### src/rtl/prio_grant_encoder_if.sv
// Request/grant bus for prio_grant_encoder.
// The slave side is the encoder itself; the master side is whatever drives
// request vectors in and consumes grant results.
interface prio_grant_encoder_if #(
    parameter int N = 8
);
    localparam int IDX_W = $clog2(N);

    // Request side
    logic             in_valid;
    logic             in_ready;
    logic [N-1:0]     req;
    logic             rr_en;

    // Result side
    logic             out_valid;
    logic             out_ready;
    logic [N-1:0]     grant;
    logic [IDX_W-1:0] grant_idx;
    logic             out_none;

    modport master (
        output in_valid,
        output req,
        output rr_en,
        output out_ready,
        input  in_ready,
        input  out_valid,
        input  grant,
        input  grant_idx,
        input  out_none
    );

    modport slave (
        input  in_valid,
        input  req,
        input  rr_en,
        input  out_ready,
        output in_ready,
        output out_valid,
        output grant,
        output grant_idx,
        output out_none
    );
endinterface

### src/rtl/prio_grant_encoder.sv
// Registered N-line priority encoder / arbiter.
// Fixed mode grants the highest set line; round-robin mode searches
// downward from one below the last granted line, wrapping modulo N.
// Each accepted vector yields one registered result after one cycle.
module prio_grant_encoder #(
    parameter int N = 8
) (
    input  logic                  clk,
    input  logic                  rst_n,
    prio_grant_encoder_if.slave   bus
);
    localparam int IDX_W = $clog2(N);
    localparam logic [IDX_W-1:0] LAST_IDX = IDX_W'(N - 1);

    typedef struct packed {
        logic             hit;
        logic [IDX_W-1:0] idx;
    } pick_t;

    // Downward wrap-around search. The start index is N-1 in fixed mode and
    // (ptr-1) mod N in round-robin mode; the first set bit wins. Index steps
    // wrap from 0 to N-1, never to 2^IDX_W-1, so odd N stays in range.
    function automatic pick_t search(
        input logic [N-1:0]     vec,
        input logic             rr,
        input logic [IDX_W-1:0] last
    );
        pick_t            res;
        logic [IDX_W-1:0] pos;
        // NOTE: function/comb locals use blocking '=' so each loop iteration
        // sees the value written by the previous one.
        res = '0;
        if (!rr || last == '0) begin
            pos = LAST_IDX;
        end else begin
            pos = last - IDX_W'(1);
        end
        for (int k = 0; k < N; k++) begin
            if (!res.hit && vec[pos]) begin
                res.hit = 1'b1;
                res.idx = pos;
            end
            pos = (pos == '0) ? LAST_IDX : pos - IDX_W'(1);
        end
        return res;
    endfunction

    // Registered state
    logic             out_valid_q;
    logic [N-1:0]     grant_q;
    logic [IDX_W-1:0] grant_idx_q;
    logic             out_none_q;
    logic [IDX_W-1:0] ptr;

    // Combinational next-result path
    pick_t            pick;
    logic [N-1:0]     grant_next;
    logic             in_ready;
    logic             accept;

    // Accept whenever the output slot is empty or being drained this cycle.
    assign in_ready = !out_valid_q || bus.out_ready;
    assign accept   = bus.in_valid && in_ready;

    // Search the incoming vector and form the one-hot grant.
    always_comb begin
        // NOTE: every comb output gets a default before any branch so no
        // path leaves it unassigned (which would infer a latch).
        grant_next = '0;
        pick       = search(bus.req, bus.rr_en, ptr);
        if (pick.hit) begin
            grant_next[pick.idx] = 1'b1;
        end
    end

    // Result register and round-robin pointer with synchronous reset.
    always_ff @(posedge clk) begin
        // NOTE: state uses non-blocking '<=' so all flops update from values
        // sampled at the same edge; reset is synchronous and wins over any
        // handshake in progress.
        if (!rst_n) begin
            out_valid_q <= 1'b0;
            grant_q     <= '0;
            grant_idx_q <= '0;
            out_none_q  <= 1'b0;
            ptr         <= '0;
        end else if (accept) begin
            out_valid_q <= 1'b1;
            grant_q     <= grant_next;
            grant_idx_q <= pick.hit ? pick.idx : '0;
            out_none_q  <= !pick.hit;
            if (pick.hit) begin
                ptr <= pick.idx;
            end
        end else if (bus.out_ready) begin
            // Drain with no replacement: payload holds, only valid drops.
            out_valid_q <= 1'b0;
        end
    end

    assign bus.in_ready  = in_ready;
    assign bus.out_valid = out_valid_q;
    assign bus.grant     = grant_q;
    assign bus.grant_idx = grant_idx_q;
    assign bus.out_none  = out_none_q;

endmodule
### src/flat_wrapper.sv
// flat-port wrapper written by rule: the top's interface ports become plain ports
module prio_grant_encoder_flat 
#(
    parameter int N = 8
)
  (clk, rst_n, bus_in_valid, bus_req, bus_rr_en, bus_out_ready, bus_in_ready, bus_out_valid, bus_grant, bus_grant_idx, bus_out_none);
  prio_grant_encoder_if #(.N(N)) bus_i ();
  input  logic clk;
  input  logic rst_n;
  input wire logic [$bits(bus_i.in_valid)-1:0] bus_in_valid;
  input wire logic [$bits(bus_i.req)-1:0] bus_req;
  input wire logic [$bits(bus_i.rr_en)-1:0] bus_rr_en;
  input wire logic [$bits(bus_i.out_ready)-1:0] bus_out_ready;
  output wire logic [$bits(bus_i.in_ready)-1:0] bus_in_ready;
  output wire logic [$bits(bus_i.out_valid)-1:0] bus_out_valid;
  output wire logic [$bits(bus_i.grant)-1:0] bus_grant;
  output wire logic [$bits(bus_i.grant_idx)-1:0] bus_grant_idx;
  output wire logic [$bits(bus_i.out_none)-1:0] bus_out_none;
  assign bus_i.in_valid = bus_in_valid;
  assign bus_i.req = bus_req;
  assign bus_i.rr_en = bus_rr_en;
  assign bus_i.out_ready = bus_out_ready;
  assign bus_in_ready = bus_i.in_ready;
  assign bus_out_valid = bus_i.out_valid;
  assign bus_grant = bus_i.grant;
  assign bus_grant_idx = bus_i.grant_idx;
  assign bus_out_none = bus_i.out_none;
  prio_grant_encoder #(.N(N)) u_core (.clk(clk), .rst_n(rst_n), .bus(bus_i));
endmodule
### config.mk
export PLATFORM = sky130hd
export DESIGN_NAME = prio_grant_encoder_flat
export DESIGN_NICKNAME = d
export VERILOG_FILES = /design/src/rtl/prio_grant_encoder_if.sv /design/src/rtl/prio_grant_encoder.sv /design/src/flat_wrapper.sv
export SDC_FILE = /design/constraint.sdc
export NUM_CORES = 1
export LEC_CHECK = 0
export BUFFER_PORTS_ARGS = -buffer_cell sky130_fd_sc_hd__buf_2
export CAP_MARGIN = 15
export CORE_MARGIN = 2
export CORE_UTILIZATION = 64
export DETAILED_ROUTE_END_ITERATION = 8
export GPL_ROUTABILITY_DRIVEN = 0
export PLACE_DENSITY = 0.94
export RECOVER_POWER = 25
export SLEW_MARGIN = 30
export SYNTH_ARGS = -nofsm -noshare
export SYNTH_HDL_FRONTEND = slang
export SYNTH_SLANG_ARGS = --single-unit
### constraint.sdc
create_clock -name clk -period 14.2 [get_ports clk]
set_clock_uncertainty 0.05 [all_clocks]
set_input_delay 2.84 -clock clk [delete_from_list [all_inputs] [get_ports clk]]
set_output_delay 2.84 -clock clk [all_outputs]
set_load 0.02 [all_outputs]
==> flow_metrics.env <==
export IMPL_status="finished, final reports clean"
export IMPL_seq_area_frac_synth=0.147
export IMPL_cp_startpoint="bus_rr_en"
export IMPL_hp_class="reg -> reg"
export IMPL_grt_pass1_vias=2111
export IMPL_path_class="in -> reg"
export IMPL_drt_initial_drc_count=374
export IMPL_yosys_cell_types_count=78
export IMPL_worst_pin_slew_ns=0.693
export IMPL_route_detailed_drc=0
export IMPL_ys_async_sr_fraction=0
export IMPL_yosys_most_used_dff="dfxtp_1"
export IMPL_grt_overflow=0
export IMPL_end_kind="register"
export IMPL_synth_area_um2=2170
export IMPL_slew_limit_headroom=0.533
export IMPL_clk_path_buf_depth=2
export IMPL_antenna_found_initial=0
export IMPL_p_leak_nw=0.886
export IMPL_dieArea_um2=3880
export IMPL_synth_edf_count=0
export IMPL_crit_end="u_core.ptr[1]$_SDFFE_PN0P_"
export IMPL_cts_tree="built"
export IMPL_root_buffer="clkbuf_4"
export IMPL_wirelength_um=5820
export IMPL_start_kind="input port"
export IMPL_worst_path_max_fanout=16
export IMPL_final_setup_tns_ns=0
export IMPL_syn_nets=282
export IMPL_ys_warnings_count=0
export IMPL_rows=21
export IMPL_nNetsFinal=303
export IMPL_holdWs_ns=0.406
export IMPL_path_clk_slew_ns=0.09
export IMPL_synth_top_cell_area_share=0.147
export IMPL_slew_violations=0
export IMPL_htreeDepth=1
export IMPL_yosys_area_top_type="dfxtp_1"
export IMPL_period_share=0.545
export IMPL_holdBufCountCts=0
export IMPL_hold_viol=0
export IMPL_ys_ff_latch=16
export IMPL_use_met3=0.0326
export IMPL_synthMostInstantiatedCell="nand2_1"
export IMPL_period_minus_slack_ns=7.73
export IMPL_crit_arrival_ns=7.85
export IMPL_busiest_layer="met2"
export IMPL_rsz0062_at_grt="false"
export IMPL_irDropWorstVdd_mv=0.152
export IMPL_clock_fmax_mhz=129
export IMPL_cts_buffers=3
export IMPL_use_met1=0.402
export IMPL_yosys_top_cells_area="dfxtp_1, mux4_2, ha_1, nand3_1, mux2i_1"
export IMPL_vias_per_cell=6.87
export IMPL_utilization=0.702
export IMPL_grt_pass1_wl_um=9800
export IMPL_io_pins=27
export IMPL_postCtsSetupBuffers=0
export IMPL_dp_hpwl_um=4520
export IMPL_post_synth_cell_area_avg_um2=8.39
export IMPL_clock_sinks=16
export IMPL_core_um2=3280
export IMPL_yosys_top_cells_count="nand2_1, nand3_1, nor2_1, dfxtp_1, a21oi_1"
export IMPL_r2r_cells=16
export IMPL_p_per_area_nw_per_um2=238
export IMPL_crit_required_ns=14.32
export IMPL_reg2reg_from="u_core.ptr[0]$_SDFFE_PN0P_"
export IMPL_maxCapViolations=0
export IMPL_grt_usage=0.312
export IMPL_io_buffers=26
export IMPL_drt_pass1_iterations=5
export IMPL_grt_max_degree=17
export IMPL_synth_cells=259
export IMPL_clock_latency_ns=0.29
export IMPL_via_count=2232
export IMPL_drive_gt1_frac=0.197
export IMPL_areaGrowthSynthToFinish_pct=6.16
export IMPL_routedWlPerCell_um=17.9
export IMPL_use_met2=0.515
export IMPL_chipWidth_um=62.3
export IMPL_n_antenna_cell=0
export IMPL_setup_viol=0
export IMPL_start_util=0.661
export IMPL_die_h_um=62.3
export IMPL_reg2reg_setup_slack_ns=8.32
export IMPL_worstReg2RegEnd="u_core.ptr[1]$_SDFFE_PN0P_"
export IMPL_ctsResizeCount=0
export IMPL_ant_nets=0
-- layer usage --
| metal | share of wire | vias to the layer above |
|---|---|---|
| li1 | - | 1045 |
| met1 | 0.42 | 1024 |
| met2 | 0.47 | 142 |
| met3 | 0.077 | 21 |
| met4 | 0.035 | 0 |
| met5 | 0 | - |
-- how the worst min path moves through the flow --
stage	startpoint	endpoint	slack (ns)	depth (start not counted)
floorplan	u_core.ptr[1]$_SDFFE_PN0P_	u_core.ptr[1]$_SDFFE_PN0P_	0.43	2
global placement	u_core.bus.grant[4]$_SDFFE_PN0P_	u_core.bus.grant[4]$_SDFFE_PN0P_	0.38	2
detailed placement	u_core.bus.grant[6]$_SDFFE_PN0P_	u_core.bus.grant[6]$_SDFFE_PN0P_	0.39	2
CTS	u_core.bus.grant[6]$_SDFFE_PN0P_	u_core.bus.grant[6]$_SDFFE_PN0P_	0.40	2
global route	u_core.bus.grant[1]$_SDFFE_PN0P_	u_core.bus.grant[1]$_SDFFE_PN0P_	0.45	2
finish	u_core.bus.grant[6]$_SDFFE_PN0P_	u_core.bus.grant[6]$_SDFFE_PN0P_	0.41	2
-- final cells by class --
type	count	area (µm²)
fillers	245	978
multi-input cells	220	1720
inverters	13	48.8
repair buffers	26	121
flip-flops and latches	16	320
well taps	46	57.6
clock buffers	4	36.3
-- per-stage QoR --
| step | setup WS [ns] | instance area, µm² | instances | power [W] |
|---|---|---|---|---|
| after CTS | 6.55 | 2310 | 325 | 0.000541 |
| after global placement | 6.47 | 2280 | 321 | 0.000496 |
| after floorplan | 7.20 | 2170 | 259 | 0.000441 |
| after global routing | 6.22 | 2310 | 325 | 0.000595 |
| after detailed placement | 6.36 | 2280 | 321 | 0.000509 |
| final | 6.47 | 2310 | 325 | 0.000550 |
-- state kept, by name, summed over array words and instances, names as in the netlist --
name and cells:
u_core.ptr 3, u_core.bus.out_valid 1, u_core.bus.grant_idx 3, u_core.bus.grant 8
u_core.bus.out_none 1
-- power by group --
part	switching, W	total (W)	leakage, nW	internal, W
sequential	0.0000123	0.0000711	0.131	0.0000588
combinational	0.000278	0.000448	0.734	0.000171
clock	0.0000147	0.0000303	0.0210	0.0000157
-- critical path: stages --
cell,delay [ns]
buf_2,0.16
nand2_1,0.13
nor2_2,0.35
inv_2,0.24
ha_1,0.63
clkinv_1,0.43
mux4_4,0.76
mux2_2,0.38
nor2_1,0.20
nand4_1,0.32
nor3b_1,0.48
a31o_2,0.23
a21oi_1,0.09
and2_1,0.23
a211oi_1,0.37
-- logic make-up (layout without fill, tap and decap cells) --
| group | count (synthesis) | in the layout | share of synthesized area |
|---|---|---|---|
| flip-flops | 16 | 16 | 0.147 |
| AO/OA/AOI/OAI | 83 | 83 | 0.315 |
| AND/OR/NAND/NOR | 106 | 106 | 0.278 |
| buffers and inverters | 23 | 43 | 0.0599 |
| adder cells (fa/ha/maj) | 10 | 10 | 0.0576 |
| multiplexers | 21 | 21 | 0.143 |
-- placed cells by master, fill, tap and decap left out, types with 7 or more instances in the layout --
master and count:
nand2_1 20, buf_2 19, nand3_1 18, nor2_1 17, dfxtp_1 16, a21oi_1 12, inv_1 11, ha_1 10
and2_1 9, o21ai_0 9, mux2i_1 8, clkbuf_1 7
No activity file was read; power rests on OpenSTA's default activity.
